**config.mk**
```make
export PLATFORM = sky130hd
export DESIGN_NAME = replica_sink
export DESIGN_NICKNAME = d
export VERILOG_FILES = /design/src/rtl/replica_sink.sv
export SDC_FILE = /design/constraint.sdc
export NUM_CORES = 1
export LEC_CHECK = 0
export CORE_MARGIN = 1
export CORE_UTILIZATION = 50
export DETAILED_ROUTE_END_ITERATION = 12
export GPL_ROUTABILITY_DRIVEN = 0
export PLACE_DENSITY = 0.7
export SETUP_SLACK_MARGIN = 0.1
export SYNTH_ARGS = -nofsm -noshare
export SYNTH_HDL_FRONTEND = slang
export SYNTH_SLANG_ARGS = --single-unit
```
**constraint.sdc**
```tcl
create_clock -name clk -period 3.1 [get_ports clk]
set_input_delay 0.62 -clock clk [delete_from_list [all_inputs] [get_ports clk]]
set_output_delay 0.62 -clock clk [all_outputs]
set_load 0.02 [all_outputs]
```
**src/rtl/replica_sink.sv**
```systemverilog
// replica_sink: receiving end of the replica shift chain; buffers every tour and pulses done.
// Define REPLICA_SINK_PERM_CHECK_EN to enable the per-tour city permutation check (err_perm).
module replica_sink #(
  parameter int REPLICA_NUM = 4,
  parameter int LANES       = 8,
  parameter int CITY_W      = 7,
  parameter int CITY_DIV    = 4
) (
  input  logic                                      clk,
  input  logic                                      reset,
  input  logic                                      start,
  input  logic                                      in_valid,
  input  logic [LANES*CITY_W-1:0]                   in_data,
  output logic                                      busy,
  output logic                                      done,
  output logic [REPLICA_NUM-1:0]                    err_perm,
  output logic                                      err_overrun,
  input  logic                                      rd_en,
  input  logic [$clog2(REPLICA_NUM*CITY_DIV)-1:0]   rd_addr,
  output logic [LANES*CITY_W-1:0]                   rd_data
);

  localparam int CITY_NUM = LANES * CITY_DIV;
  localparam int DEPTH    = REPLICA_NUM * CITY_DIV;
  localparam int ADDR_W   = $clog2(DEPTH);
  localparam int DATA_W   = LANES * CITY_W;
  localparam int REP_W    = (REPLICA_NUM > 1) ? $clog2(REPLICA_NUM) : 1;
  localparam int BEAT_W   = (CITY_DIV > 1) ? $clog2(CITY_DIV) : 1;

  typedef enum logic {IDLE, RECV} state_t;

  state_t              state;
  logic [REP_W-1:0]    rep_cnt;
  logic [BEAT_W-1:0]   beat_cnt;
  logic [ADDR_W-1:0]   wr_addr;
  logic                wr_en;
  logic                last_beat_of_tour;
  logic                last_rep;
  logic                rd_in_range;
  logic [DATA_W-1:0]   mem [DEPTH];

  assign wr_addr           = ADDR_W'(rep_cnt) * ADDR_W'(CITY_DIV) + ADDR_W'(beat_cnt);
  assign last_beat_of_tour = (beat_cnt == BEAT_W'(CITY_DIV - 1));
  assign last_rep          = (rep_cnt == REP_W'(REPLICA_NUM - 1));
  // A start or reset in the same cycle discards the beat, so it must not reach the buffer.
  assign wr_en             = (state == RECV) && in_valid && !start && !reset;

`ifdef REPLICA_SINK_PERM_CHECK_EN
  localparam int IDX_W = $clog2(CITY_NUM);

  logic [CITY_NUM-1:0] seen;
  logic [CITY_NUM-1:0] seen_next;
  logic                perm_hit;
  logic [CITY_W-1:0]   city;

  // Lanes are folded in order so a duplicate inside one beat is caught as well.
  always_comb begin
    seen_next = seen;
    perm_hit  = 1'b0;
    city      = '0;
    for (int i = 0; i < LANES; i++) begin
      city = in_data[i*CITY_W +: CITY_W];
      if (city >= CITY_W'(CITY_NUM)) begin
        perm_hit = 1'b1;
      end else if (seen_next[city[IDX_W-1:0]]) begin
        perm_hit = 1'b1;
      end else begin
        seen_next[city[IDX_W-1:0]] = 1'b1;
      end
    end
  end
`else
  assign err_perm = '0;
`endif

  always_ff @(posedge clk) begin
    if (reset) begin
      state       <= IDLE;
      busy        <= 1'b0;
      done        <= 1'b0;
      err_overrun <= 1'b0;
      rep_cnt     <= '0;
      beat_cnt    <= '0;
`ifdef REPLICA_SINK_PERM_CHECK_EN
      err_perm    <= '0;
      seen        <= '0;
`endif
    end else begin
      done <= 1'b0;
      if (start) begin
        state       <= RECV;
        busy        <= 1'b1;
        err_overrun <= 1'b0;
        rep_cnt     <= '0;
        beat_cnt    <= '0;
`ifdef REPLICA_SINK_PERM_CHECK_EN
        err_perm    <= '0;
        seen        <= '0;
`endif
      end else begin
        case (state)
          IDLE: begin
            if (in_valid) begin
              err_overrun <= 1'b1;
            end
          end
          RECV: begin
            if (in_valid) begin
`ifdef REPLICA_SINK_PERM_CHECK_EN
              if (perm_hit) begin
                err_perm[rep_cnt] <= 1'b1;
              end
              seen <= last_beat_of_tour ? '0 : seen_next;
`endif
              if (last_beat_of_tour) begin
                beat_cnt <= '0;
                if (last_rep) begin
                  rep_cnt <= '0;
                  state   <= IDLE;
                  busy    <= 1'b0;
                  done    <= 1'b1;
                end else begin
                  rep_cnt <= rep_cnt + REP_W'(1);
                end
              end else begin
                beat_cnt <= beat_cnt + BEAT_W'(1);
              end
            end
          end
          default: begin
            state <= IDLE;
            busy  <= 1'b0;
          end
        endcase
      end
    end
  end

  // Buffer contents survive reset; only the read register is cleared.
  always_ff @(posedge clk) begin
    if (wr_en) begin
      mem[wr_addr] <= in_data;
    end
  end

  if (DEPTH == (1 << ADDR_W)) begin : g_full_range
    assign rd_in_range = 1'b1;
  end else begin : g_part_range
    assign rd_in_range = (rd_addr < ADDR_W'(DEPTH));
  end

  always_ff @(posedge clk) begin
    if (reset) begin
      rd_data <= '0;
    end else if (rd_en) begin
      rd_data <= rd_in_range ? mem[rd_addr] : '0;
    end
  end

endmodule
```
==> summary.md, run 1 <==
| Metric | Value |
|---|---|
| Pin count of the biggest net entering global routing | `57` |
| Synth cell types | `26` |
| Min-delay src | `rd_data[10]` |
| Yosys warns | `0` |
| Total setup buffers inserted after CTS | `0` |
| Yosys reg bits | `960` |
| Clock tree root buffer cell | `clkbuf_16` |
| Core area | `0.0730 mm2` |
| Final setup viols | `0` |
| CTS Sinks | `960` |
| Critical Path Source | `rd_data[39]` |
| Post-DP HPWL | `51800 um` |
| Crit path max fanout | `2` |
| Worst-skew pair later-pin latency | `0.66 ns` |
| Final Util | `0.587` |
| DR WL/cell | `25.7 um` |
| Post-synthesis sequential area ratio | `0.765` |
| Die height | `273 um` |
| Via/cell ratio | `5.87` |
| Worst r2r src | `state` |
| Relative slew slack | `0.295` |
| Fmax achieved | `415 MHz` |
| Maximum Capacitance Violations | `0` |
| Die Area | `0.0747 mm2` |
| Initial Util | `0.505` |
| Port buffer count | `123` |
| Vias in the first global route | `19934` |
| Period utilization | `0.777` |
| Synthesis-to-layout area growth | `16.3%` |
| Synthesized cell area | `0.0368 mm2` |
| Final Max Slew Viols | `0` |
| Least-Margin Pin Slew | `1.06 ns` |
| CP peak stage delay | `0.67 ns` |
| Worst VDD drop | `0.474 mV` |
| Mean Syn Cell Area | `17.1 um2` |
| Worst-path cell chain | `clkdlybuf4s50_1` |
| Post-route DRC violation count | `0` |
| Critical Path AT | `1.79 ns` |
| Power per cell area | `628 mW/mm2` |
| H-Tree Level Count | `3` |
| RSZ-0062 raised after global routing | `false` |
| Clock Skew | `0.0234 ns` |
| Setup TNS | `0 ns` |
| WHS | `0.463 ns` |
| Final #Nets | `2413` |
| Clock Tree Buf Depth | `3` |
| Post-CTS Resized | `0` |
| Status | `complete, no violations` |
| Kind of critical path | `reg -> out` |
| Clock-pin slew on the worst setup and hold paths | `0.06 ns` |
| First-pass GRT wire length | `129000 um` |
| Leak pwr | `0.0150 uW` |
| Final Hold Viols | `0` |
| Worst Path Required | `2.48 ns` |
| Syn Inst Count | `2154` |
| DR iter-0 viols | `1793` |
| Final ANT Viol Nets | `0` |
| Worst hold path class | `reg -> reg` |
| Vias post-DR | `19811` |
| Min cycle time layout | `2.41 ns` |
| Row count | `99` |
| Io pins | `128` |
| CTS tree | `built` |
| Clock buffer count from CTS | `95` |
| First-pass DRT Iterations | `6` |
| Buf/Inv on CP | `1` |
| Crit path capture type | `output port` |
| Layout cell share with drive strength beyond 1 | `0.101` |
| Initial antenna violation count | `1` |
| Final wirelength | `86800 um` |
| Post-DP Area | `0.0398 mm2` |
| Design area | `0.0428 mm2` |
| Delay-heaviest family, CP | `buffers and inverters` |
| Diodes inserted | `0` |
| Worst path slowest cell | `clkdlybuf4s50_1` |
| # hold bufs at CTS | `0` |
| Overall power | `26900 uW` |
| GRT Residual Overflow | `0` |
| Global-route total usage across every layer | `0.234` |
| Setup crit start kind | `register` |
| Die Wd | `273 um` |
layout make-up:
class | instances | area (um2)
repair buffers | 207 | 2520
clock buffers | 131 | 2600
clock inverters | 45 | 437
flip-flops and latches | 960 | 28200
multi-input cells | 1069 | 7870
inverters | 5 | 18.8
fillers | 5289 | 30100
well taps | 959 | 1200
cells by family (layout without fill, tap and decap cells):
| family | Yosys count | count (layout) | synth area share |
|---|---|---|---|
| adders and majority gates | 10 | 10 | 0.00340 |
| and+or+nand+nor | 376 | 376 | 0.0460 |
| DFF | 960 | 960 | 0.765 |
| other | 1 | 4 | 0.000102 |
| muxes | 449 | 449 | 0.122 |
| AOI/OAI and AO/OA | 230 | 230 | 0.0389 |
| buffers and inverters | 128 | 388 | 0.0242 |
tightest hold or removal path, stage by stage, from the launching register on:
cell and delay, ns:
dfxtp_1 0.31, nand2_1 0.05, nand3_1 0.05
placed cells by master (no fill, tap or decap), drive strengths merged:
cell type | Yosys | final
clkinvlp | 0 | 6
nand3 | 171 | 171
nor3 | 2 | 2
nor2b | 1 | 1
clkdlybuf4s50 | 0 | 122
conb | 1 | 4
and2b | 1 | 1
inv | 5 | 10
bufinv | 0 | 6
nor2 | 10 | 10
or3b | 1 | 1
and3 | 16 | 16
and2 | 1 | 1
ha | 10 | 10
clkbuf | 30 | 131
nand3b | 1 | 1
mux2i | 449 | 449
nand2 | 170 | 170
buf | 93 | 85
or2 | 1 | 1
edfxtp | 896 | 896
dfxtp | 64 | 64
a21oi | 118 | 118
nand4 | 1 | 1
clkinv | 0 | 28
a22oi | 112 | 112
layer usage:
| layer | GRT usage | wire [um] | vias to the layer above |
|---|---|---|---|
| li1 | - | - | 8748 |
| met5 | 0 | 16 | - |
| met4 | 0.0676 | 1870 | 2 |
| met2 | 0.391 | 43400 | 760 |
| met3 | 0.0354 | 6010 | 113 |
| met1 | 0.319 | 35600 | 10188 |
sequential cells by signal, summed over array words and instances (netlist names):
register,cells
err_overrun,1
done,1
busy,1
rep_cnt,2
rd_data,56
beat_cnt,2
state,1
mem,896
worst paths after layout:
check | slack, ns | cells past startpoint | end
setup / recovery | 0.69 | 1 | rd_data[39]
hold / removal | 0.46 | 2 | rd_data[10]
setup reg to reg | 1.20 | 5 | mem[5][7]
hold reg to reg | 0.46 | 2 | rd_data[10]
report_power, final:
part | internal [uW] | switching [uW] | leakage [uW]
clock | 6410 | 4780 | 0.00147
sequential | 14200 | 79.7 | 0.00858
combinational | 531 | 873 | 0.00495
total | 21200 | 5740 | 0.0150
through the flow:
step | worst slack [ns] | instances
after CTS | 0.643 | 3376
after detailed placement | 0.388 | 3200
after global routing | 0.662 | 3376
after floorplan | 0.105 | 2157
after global placement | 0.413 | 3200
final | 0.692 | 3376
cell usage after synthesis:
cell type  instances  area (um2)
inv_1              5        18.8
ha_1              10         125
clkbuf_1          30         113
nand2_1          170         638
or2_1              1        6.26
nor3_1             2        10.0
nand3_1          171         856
mux2i_1          449        4490
nor2_1             9        33.8
a22oi_1          112         841
or3b_1             1        8.76
a21oi_1          118         591
buf_8             10         150
and2_1             1        6.26
buf_6             18         203
nand4_1            1        6.26
nor2b_2            1        8.76
nor2_2             1        6.26
dfxtp_1           64        1280
and2b_1            1        7.51
nand3b_1           1        7.51
and3_1            16         100
conb_1             1        3.75
buf_4             32         240
edfxtp_1         896       26900
buf_2             33         165
Note: power is estimated with default switching activity, not from simulation.
==> run 2: changes to the inputs <==
Clock period 3.1 ns to 2.1 ns, I/O delays scaled along.
==> run 2 against run 1 <==
  * Routed wire length down 3.9%
  * Core utilization increased by 1.8 points
  * Critical path depth unchanged
  * Largest cell class unchanged
  * Largest power group unchanged
==> summary.md, run 2 (synthesis results as in run 1) <==
| Metric | Value |
|---|---|
| Core area | `0.0730 mm2` |
| Most frequent cells in the layout | `896 x edfxtp_1, 449 x mux2i_1, 171 x nand3_1` |
| RSZ-0062 raised after global routing | `false` |
| Worst reg2reg path depth | `3` |
| Number of fill cells | `5121` |
| Initial Util | `0.505` |
| Worst path slowest cell | `dfxtp_1` |
| # hold bufs at CTS | `0` |
| Maximum Capacitance Violations | `0` |
| Crit. path cell count | `1` |
| Final wirelength | `83400 um` |
| Crit path max fanout | `2` |
| Worst Path Required | `1.68 ns` |
| Largest registers | `mem (896), rd_data (56)` |
| DR iter-0 viols | `1960` |
| Diodes inserted | `0` |
| Post-DP HPWL | `53100 um` |
| First-pass GRT wire length | `123000 um` |
| Final Hold Viols | `0` |
| Min cycle time layout | `1.93 ns` |
| Kind of critical path | `reg -> out` |
| DR WL/cell | `24.1 um` |
| Worst slack, placed | `-0.226 ns` |
| Critical Path AT | `1.51 ns` |
| Worst hold path class | `in -> reg` |
| Status | `complete, no violations` |
| Top reg by flops | `mem` |
| Row count | `99` |
| Buf/Inv on CP | `1` |
| First-pass DRT Iterations | `5` |
| Global-route total usage across every layer | `0.223` |
| Final setup viols | `0` |
| Delay-heaviest family, CP | `flip-flops` |
| Fin worst setup slack | `0.167 ns` |
| Overall power | `40100 uW` |
| Worst-path cell chain | `clkdlybuf4s15_1` |
| Initial antenna violation count | `2` |
| Die Wd | `273 um` |
| Worst VDD drop | `0.736 mV` |
| Vias post-DR | `19903` |
| Max reg flops | `896` |
| Pin count of the biggest net entering global routing | `57` |
| Worst-skew pair later-pin latency | `0.66 ns` |
| Fmax achieved | `517 MHz` |
| H-Tree Level Count | `3` |
| Io pins | `128` |
| Final Max Slew Viols | `0` |
| Power per cell area | `910 mW/mm2` |
| GRT Residual Overflow | `0` |
| Commonest non-fill, non-tap cell in the layout | `edfxtp_1` |
| Clock Tree Buf Depth | `3` |
| Final #Nets | `2503` |
| CP peak stage delay | `0.49 ns` |
| Least-Margin Pin Slew | `0.789 ns` |
| Total setup buffers inserted after CTS | `0` |
| CTS tree | `built` |
| Setup crit start kind | `register` |
| Clock tree root buffer cell | `clkbuf_16` |
| Layout cell share with drive strength beyond 1 | `0.138` |
| Relative slew slack | `0.472` |
| Via/cell ratio | `5.74` |
| Post-route DRC violation count | `0` |
| Vias in the first global route | `20042` |
| Period utilization | `0.920` |
| Final Util | `0.605` |
| Synthesis-to-layout area growth | `19.8%` |
| Die height | `273 um` |
| Port buffer count | `123` |
| Final ANT Viol Nets | `0` |
| Die Area | `0.0747 mm2` |
| Clock-pin slew on the worst setup and hold paths | `0.06 ns` |
| Hold path depth | `5` |
| Leak pwr | `0.0159 uW` |
| Clock buffer count from CTS | `94` |
| Crit path capture type | `output port` |
| CTS Sinks | `960` |
| Clock Skew | `0.0385 ns` |
run 2: cell types whose count changed in the layout (fill, tap and decap cells not counted), moves of 3 or more:
cell,change
clkbuf_8,+11
buf_12,+42
inv_6,-3
clkdlybuf4s50_1,-59
dlygate4sd2_1,+58
buf_4,+49
clkbuf_1,-10
run 2: area by class of cell:
class                           instances  area [um2]  share of cell area
Sequential cell                       960       28200               0.639
Multi-Input combinational cell       1069        7870               0.178
Timing Repair Buffer                  298        3650              0.0828
Clock buffer                          131        2690              0.0610
Tap cell                              959        1200              0.0272
Clock inverter                         45         487              0.0110
Inverter                                5        18.8            0.000425
run 2: final timing paths:
path | startpoint | end | slack [ns]
worst max-delay path | rd_data[44] | rd_data[44] | 0.17
worst min-delay path | rd_addr[2] | rd_data[43] | 0.35
worst max register to register | rep_cnt[0] | mem[12][5] | 0.44
worst min register to register | rd_data[11] | rd_data[11] | 0.45
run 2: repair_timing:
| action | in CTS | in global routing |
|---|---|---|
| gates resized for setup | 59 | 1 |
| endpoints found under the hold margin | 0 | 0 |
| setup endpoints to repair | 59 | 1 |
run 2: metrics by stage:
step / TNS, ns / instance area [um2] / hold WS [ns] / std cells
global route: 0 / 44100 / 0.336 / 3467
detailed placement: -127.93 / 41000 / 0.447 / 3291
floorplan: -8.37 / 36900 / 0.485 / 2157
CTS: 0 / 44100 / 0.314 / 3467
global placement: -119.41 / 41000 / 0.436 / 3291
finish: 0 / 44100 / 0.348 / 3467
run 2: where the power goes:
group | switching (uW) | internal, uW | leakage (uW)
sequential | 88.0 | 21000 | 0.00858
clock | 7120 | 9780 | 0.00155
combinational | 1300 | 842 | 0.00576
total | 8510 | 31600 | 0.0159
run 2: layer usage:
layer / up-vias / wire (um) / track usage
met4: 2 / 1310 / 0.0547
met3: 110 / 6450 / 0.0431
met1: 10132 / 35600 / 0.316
met2: 744 / 40100 / 0.358
li1: 8915 / - / -
met5: - / 8 / 0
==> run 3: changes to the inputs <==
Settings changed: ABC_AREA set to 1.
==> run 3 against run 2 <==
  * Routed wire length is 16% higher
  * Sequential power hardly changed
  * Final area grew 1.8%
  * Clock power about the same
  * Clock skew fell by 0.011 ns
  * Core utilization decreased by 1.5 points
  * Critical path depth is the same
  * Die area increased by 4.9%
  * Synthesized cell count rose by 54%
  * Critical endpoint is now rd_data[24]
==> summary.md, run 3 <==
| Metric | Value |
|---|---|
| Largest area contributor in the netlist | `edfxtp_1` |
| Register area | `0.0282 mm2` |
| First-pass GRT wire length | `146000 um` |
| Synthesis-to-layout area growth | `16.2%` |
| Initial Util | `0.507` |
| Clock buffer count from CTS | `97` |
| Final wirelength | `96400 um` |
| Switching Power | `9160 uW` |
| Die Area | `0.0784 mm2` |
| Vias post-DR | `25383` |
| Syn Inst Count | `3310` |
| Min cycle time layout | `1.81 ns` |
| GRT Residual Overflow | `0` |
| Crit path capture type | `output port` |
| Leak pwr | `0.0169 uW` |
| Most frequent cell after synthesis | `nand2_1` |
| Buf/Inv on CP | `1` |
| Fin worst setup slack | `0.295 ns` |
| Final setup viols | `0` |
| Worst reg2reg path depth | `4` |
| Fmax achieved | `554 MHz` |
| Clock-pin slew on the worst setup and hold paths | `0.06 ns` |
| Maximum Capacitance Violations | `0` |
| Post-synth EDFFs | `896` |
| Setup crit start kind | `register` |
| Yosys reg bits | `960` |
| Max reg flops | `896` |
| Largest cells by area after synthesis | `edfxtp_1 70%, nand2_1 11%, nand3_1 9.5%, dfxtp_1 3.3%, buf_6 1.4%` |
| Clock Tree Buf Depth | `3` |
| Synthesized cell area | `0.0386 mm2` |
| Combinational share of power | `0.067` |
| Vias in the first global route | `24535` |
| Worst hold path class | `in -> reg` |
| CTS Sinks | `960` |
| Core area | `0.0762 mm2` |
| Most frequent cells in the layout | `1178 x nand2_1, 896 x edfxtp_1, 730 x nand3_1` |
| DR iter-0 viols | `2667` |
| Post-synth top cells | `1182 x nand2_1, 896 x edfxtp_1, 730 x nand3_1` |
| Status | `complete, no violations` |
| Crit path max fanout | `2` |
| Worst Path Required | `1.68 ns` |
| Synth cell types | `20` |
| Diodes inserted | `0` |
| RSZ-0062 raised after global routing | `false` |
| Asr flop ratio synth | `0` |
| Port buffer count | `123` |
| Worst-path cell chain | `dlygate4sd2_1` |
| Final #Nets | `3545` |
| Clock network power share | `0.415` |
| First-pass DRT Iterations | `8` |
| CTS tree | `built` |
| Worst VDD drop | `0.599 mV` |
| Clock tree root buffer cell | `clkbuf_16` |
| Row count | `101` |
| H-Tree Level Count | `3` |
| Die height | `280 um` |
| Least-Margin Pin Slew | `0.884 ns` |
| Number of fill cells | `5902` |
| Die Wd | `280 um` |
| Total setup buffers inserted after CTS | `0` |
| Top reg by flops | `mem` |
| Synth Flop Type | `edfxtp_1` |
| Yosys top cell area share | `0.696` |
| Setup TNS | `0 ns` |
| Io pins | `128` |
| Worst-skew pair later-pin latency | `0.66 ns` |
| Worst r2r src | `beat_cnt[0]` |
| Critical Path Source | `rd_data[24]` |
| Layout cell share with drive strength beyond 1 | `0.0896` |
| Worst path slowest cell | `dfxtp_1` |
| Yosys warns | `0` |
| Net Sw Frac | `0.226` |
| Clock Skew | `0.0272 ns` |
| Post-DP HPWL | `57300 um` |
| Critical Path AT | `1.39 ns` |
| Crit. path cell count | `1` |
| Period utilization | `0.860` |
| Power per cell area | `904 mW/mm2` |
| Hold path depth | `4` |
| Final Max Slew Viols | `0` |
| Via/cell ratio | `5.54` |
| Worst slack, placed | `-0.303 ns` |
| Largest registers | `mem (896), rd_data (56)` |
| Final Hold Viols | `0` |
| Initial antenna violation count | `1` |
| Relative slew slack | `0.411` |
| Post-synthesis sequential area ratio | `0.729` |
| Final ANT Viol Nets | `0` |
| DR WL/cell | `21.0 um` |
| Commonest non-fill, non-tap cell in the layout | `nand2_1` |
| Pin count of the biggest net entering global routing | `69` |
| Power Internal | `31400 uW` |
| CP peak stage delay | `0.38 ns` |
| Kind of critical path | `reg -> out` |
| Delay-heaviest family, CP | `flip-flops` |
| Mean Syn Cell Area | `11.7 um2` |
| WHS | `0.200 ns` |
| Multi-input gate area | `0.00896 mm2` |
| Global-route total usage across every layer | `0.247` |
| Flop pwr share | `0.518` |
| Post-route DRC violation count | `0` |
| Min-delay src | `rd_en` |
## run 3: logic make-up after synthesis
kind of cell	Yosys count	synth area share
flops	960	0.729
other cells	1	0.0000970
compound gates	10	0.00136
simple gates	2049	0.223
buf+inv	280	0.0433
fa+ha+maj	10	0.00324
## run 3: final timing paths
path | end | slack (ns)
max | rd_data[24] | 0.29
max reg2reg | mem[11][45] | 0.30
min reg2reg | state | 0.51
min | rd_data[48] | 0.20
## run 3: routing by layer
metal | GRT usage | routed length (um) | vias up
met1 | 0.341 | 38900 | 12274
met5 | 0 | 11 | -
met2 | 0.400 | 46300 | 1171
li1 | - | - | 11759
met3 | 0.0452 | 8620 | 177
met4 | 0.0771 | 2530 | 2
## run 3: power by group through the flow
stage | clock network (uW) | logic, uW | registers (uW)
floorplan | 0 | 1420 | 21600
global placement | 0 | 2700 | 21500
detailed placement | 0 | 2730 | 21500
CTS | 17000 | 2700 | 21000
global route | 17700 | 2950 | 21100
finish | 16800 | 2700 | 21000
## run 3: cell type report
type | count | share of cell area
clock buffer | 115 | 0.0569
clock inverter | 65 | 0.0123
inverter | 72 | 0.00655
multi-input combinational | 2073 | 0.200
sequential | 960 | 0.628
tap | 1030 | 0.0287
timing repair buffer | 266 | 0.0683
## run 3: per-stage QoR
step                      utilization  std cells  cell area, um2  total power [uW]
final                           0.589       4581           44900             40600
after global routing            0.589       4581           44900             41700
after CTS                       0.589       4581           44900             40800
after detailed placement        0.550       4401           41900             24200
after global placement          0.550       4401           41900             24200
after floorplan                     -       3313           38800             23000
## run 3: repair_timing
item / 4_1_cts / 5_1_grt
hold buffers: 0 / 0
setup endpoints to repair: 59 / 0
resized for setup: 59 / 0
